### src/rtl/register_file.sv
// ---------------------------------------------------------------------------
// register_file
//   General-purpose register file for the vector-encryption CPU datapath.
//   Holds NREGS = 2**ADDR_WIDTH registers of DATA_WIDTH bits.
//   It has two combinational read ports and one synchronous write port.
//   Register 0 is hardwired to zero.
//
// Ports
//   clk       in   1           single clock, rising-edge
//   rst       in   1           synchronous, active-low reset (clears all regs)
//   regWrite  in   1           write enable, sampled at rising clk
//   A1, A2    in   ADDR_WIDTH  read addresses
//   A3        in   ADDR_WIDTH  write address
//   WD3       in   DATA_WIDTH  write data
//   RD1, RD2  out  DATA_WIDTH  read data (zero-cycle latency)
//
// Configuration
//   REGFILE_BYPASS_EN : when defined, a write in flight to the address being
//   read is forwarded combinationally onto the read port. When undefined,
//   reads return the stored contents only.
// ---------------------------------------------------------------------------
module register_file #(
  parameter int DATA_WIDTH = 16,
  parameter int ADDR_WIDTH = 4
) (
  input  logic                  clk,
  input  logic                  rst,
  input  logic                  regWrite,
  input  logic [ADDR_WIDTH-1:0] A1,
  input  logic [ADDR_WIDTH-1:0] A2,
  input  logic [ADDR_WIDTH-1:0] A3,
  input  logic [DATA_WIDTH-1:0] WD3,
  output logic [DATA_WIDTH-1:0] RD1,
  output logic [DATA_WIDTH-1:0] RD2
);

  localparam int NREGS = 2 ** ADDR_WIDTH;

  logic [DATA_WIDTH-1:0] regs [NREGS];
  logic                  writeValid;

  // A write only takes effect outside reset and never targets register 0.
  assign writeValid = regWrite && rst && (A3 != '0);

  // Storage update. Reset wins over any write in the same cycle. Register 0
  // is cleared by reset and is never written, so it always holds zero.
  always_ff @(posedge clk) begin
    if (!rst) begin
      for (int i = 0; i < NREGS; i++) begin
        regs[i] <= '0;
      end
    end else if (writeValid) begin
      regs[A3] <= WD3;
    end
  end

  // Read port 1. Address 0 is forced to zero, not just left to stored contents,
  // so RD1 is zero from time 0 even before the first reset edge.
  always_comb begin
    RD1 = '0;
    if (A1 != '0) begin
`ifdef REGFILE_BYPASS_EN
      if (writeValid && (A1 == A3)) begin
        RD1 = WD3;
      end else begin
        RD1 = regs[A1];
      end
`else
      RD1 = regs[A1];
`endif
    end
  end

  // Read port 2 mirrors port 1.
  always_comb begin
    RD2 = '0;
    if (A2 != '0) begin
`ifdef REGFILE_BYPASS_EN
      if (writeValid && (A2 == A3)) begin
        RD2 = WD3;
      end else begin
        RD2 = regs[A2];
      end
`else
      RD2 = regs[A2];
`endif
    end
  end

endmodule

### config.mk
export PLATFORM = sky130hd
export DESIGN_NAME = register_file
export DESIGN_NICKNAME = d
export VERILOG_FILES = /design/src/rtl/register_file.sv
export SDC_FILE = /design/constraint.sdc
export NUM_CORES = 1
export LEC_CHECK = 0
export ABC_AREA = 1
export CORE_MARGIN = 2
export CORE_UTILIZATION = 30
export DETAILED_ROUTE_END_ITERATION = 8
export MAX_ROUTING_LAYER = met4
export PLACE_DENSITY = 0.42
export SYNTH_ARGS = -nofsm -noshare
export SYNTH_HDL_FRONTEND = slang
export SYNTH_SLANG_ARGS = --single-unit
### constraint.sdc
create_clock -name clk -period 5.6 [get_ports clk]
set_input_delay 0.84 -clock clk [delete_from_list [all_inputs] [get_ports clk]]
set_output_delay 0.84 -clock clk [all_outputs]
set_load 0.01 [all_outputs]
==> metrics.txt <==
outcome finished clean; vias per cell 4.91; end-of-flow core utilization 0.346; Remaining DRCs 0; clock-pin slew on the worst setup and hold paths 0.06 ns; Post-CTS Setup Bufs 0; synthesized cell area 0.0152 mm^2; fmax 226 MHz; WL/cell 21.1 um; Critical Setup Path Class in -> out; CP arrival 3.58 ns; die area 0.0524 mm^2; fin crit share 0.790; Worst Hold End regs[1][5]; met3 Track Usage GR 0.0233; dpl cell area 0.0163 mm^2; I/O Pins 63; P&R area growth vs syn 14.3%; Hold Buf Count CTS 0; IO Port Bufs 62; gpl congestion 0.891; final instance area 0.0173 mm^2; H-tree levels 2; Worst Hold Depth 3; first-pass GRT wire length 86.8 mm; final hold violation count 0; VDD IR max 0.142 mV; Die Height 229 um; grt met2 use 0.341; Static Leak 8.08 nW; slew margin rel. 0.269; Diodes inserted 0; RSZ-0062 raised after global routing false; row count 82; Clock Sinks 256; CP max stage cell clkdlybuf4s50_1; vias in the first global route 13200; Largest Register regs; Post-CTS Resized 0; EDFF count, synth 256; fin. max-slew vios 0; Crit path largest cell delay 0.62 ns; max cap viols 0; #FFs+latches synth 256; top cells by area, synth edfxtp_1 51%, nand2_1 17%, nand3_1 12%, inv_1 7.7%, nor2_1 6.1%; core area 0.0501 mm^2; cell family with most CP delay buffers and inverters; DR vias 13500; final setup TNS 0 ns; die width 229 um; element type at the critical path start input port; cell taking the most area after synthesis edfxtp_1; Nets 2091; most frequent CP cell nand3_1; Worst path depth 9; TritonRoute pass-1 iters 6; cts bufs inserted 34; Largest register FFs 256; antenna-violating nets left 0; wirelength, routed 58.2 mm; CP max FO 62; hold_sp WD3[5]; DRT iter0 DRCs 1197; hpwl dp 36.4 mm; Clock Path Buffers 3; post-route minimum period 4.42 ns; ys async rst share 0; grt ovf 0; synthesized instance count 2050; Slew @ Worst Pin 1.09 ns; power consumption 0.00516 W; CTS tree built; Total GRT Usage 0.229; data required time at the worst endpoint 4.76 ns; Syn Area/Cell 7.40 um^2; Seq/Total Area, Yosys 0.507; root buffer cell clkbuf_16; Setup Viol. Count Final 0; top flop regs regs x256; library cells used by synthesis 21; Synth top cells by count 691 x nand2_1, 353 x nand3_1, 313 x inv_1; WHS 1.32 ns; most common cell in the synthesized netlist nand2_1; critical path endpoint category output pin; largest net degree at the start of global routing 130; Main synth FF type edfxtp_1; Initial Utilization 0.303; antenna violations before repair 0; Buf+Inv Stages, Crit Path 4; crit path cell chain buf_4 > inv_4 > buf_4 > nand2_1 > nand3_1 > nand3_1 > nand3_1 > a21oi_1 > clkdlybuf4s50_1; Hold Path Class in -> reg; pwr dens 297 mW/mm^2; M1 GR Usage 0.329; Ys Warns 0; busiest grt layer met2; Synth top area share 0.507; share of cells above drive strength 1 0.0475
how the worst max path moves through the flow:
stage | start | endpoint | slack, ns
global route | A1[0] | RD1[9] | 1.09
global placement | A1[0] | RD1[9] | 1.25
CTS | A1[0] | RD1[9] | 1.24
finish | A1[0] | RD1[12] | 1.18
detailed placement | A1[0] | RD1[9] | 1.24
floorplan | A1[2] | RD1[10] | 2.85
cells by family after synthesis:
kind of cell / count (synthesis) / synth area share
buf+inv: 449 / 0.122
simple gates: 1312 / 0.361
flops: 256 / 0.507
compound gates: 32 / 0.0106
other cells: 1 / 0.000247
cell type report:
class / instances / area [um^2]
fillers: 5443 / 32700
flip-flops and latches: 256 / 7690
multi-input cells: 1360 / 5710
inverters: 318 / 1200
clock buffers: 45 / 956
repair buffers: 90 / 866
well taps: 672 / 841
clock inverters: 15 / 83.8
power breakdown:
group	internal (W)	switching, W
registers	0.00222	0.0000283
clock network	0.00124	0.000876
logic	0.000234	0.000557
per-stage QoR:
stage | instances | worst slack (ns)
after global routing | 2756 | 1.09
final | 2756 | 1.18
after detailed placement | 2696 | 1.24
after CTS | 2756 | 1.24
after floorplan | 2065 | 2.85
after global placement | 2696 | 1.25
routing by layer:
layer  routed length [um]  part of all wire
met5                    0                 0
met4                 1270             0.022
met3                 3270             0.056
met2                25600              0.44
met1                28100              0.48
cells in the final DEF, fill, tap and decap left out, types with 16 or more instances in the layout:
master | Yosys | routed
clkdlybuf4s50_1 | 0 | 58
edfxtp_1 | 256 | 256
inv_1 | 313 | 311
conb_1 | 1 | 16
nor2_1 | 245 | 245
clkbuf_16 | 0 | 37
nand3_1 | 353 | 353
buf_4 | 5 | 26
nand2_1 | 691 | 691
a21oi_1 | 32 | 32
Power figures use the tool's default switching activity.
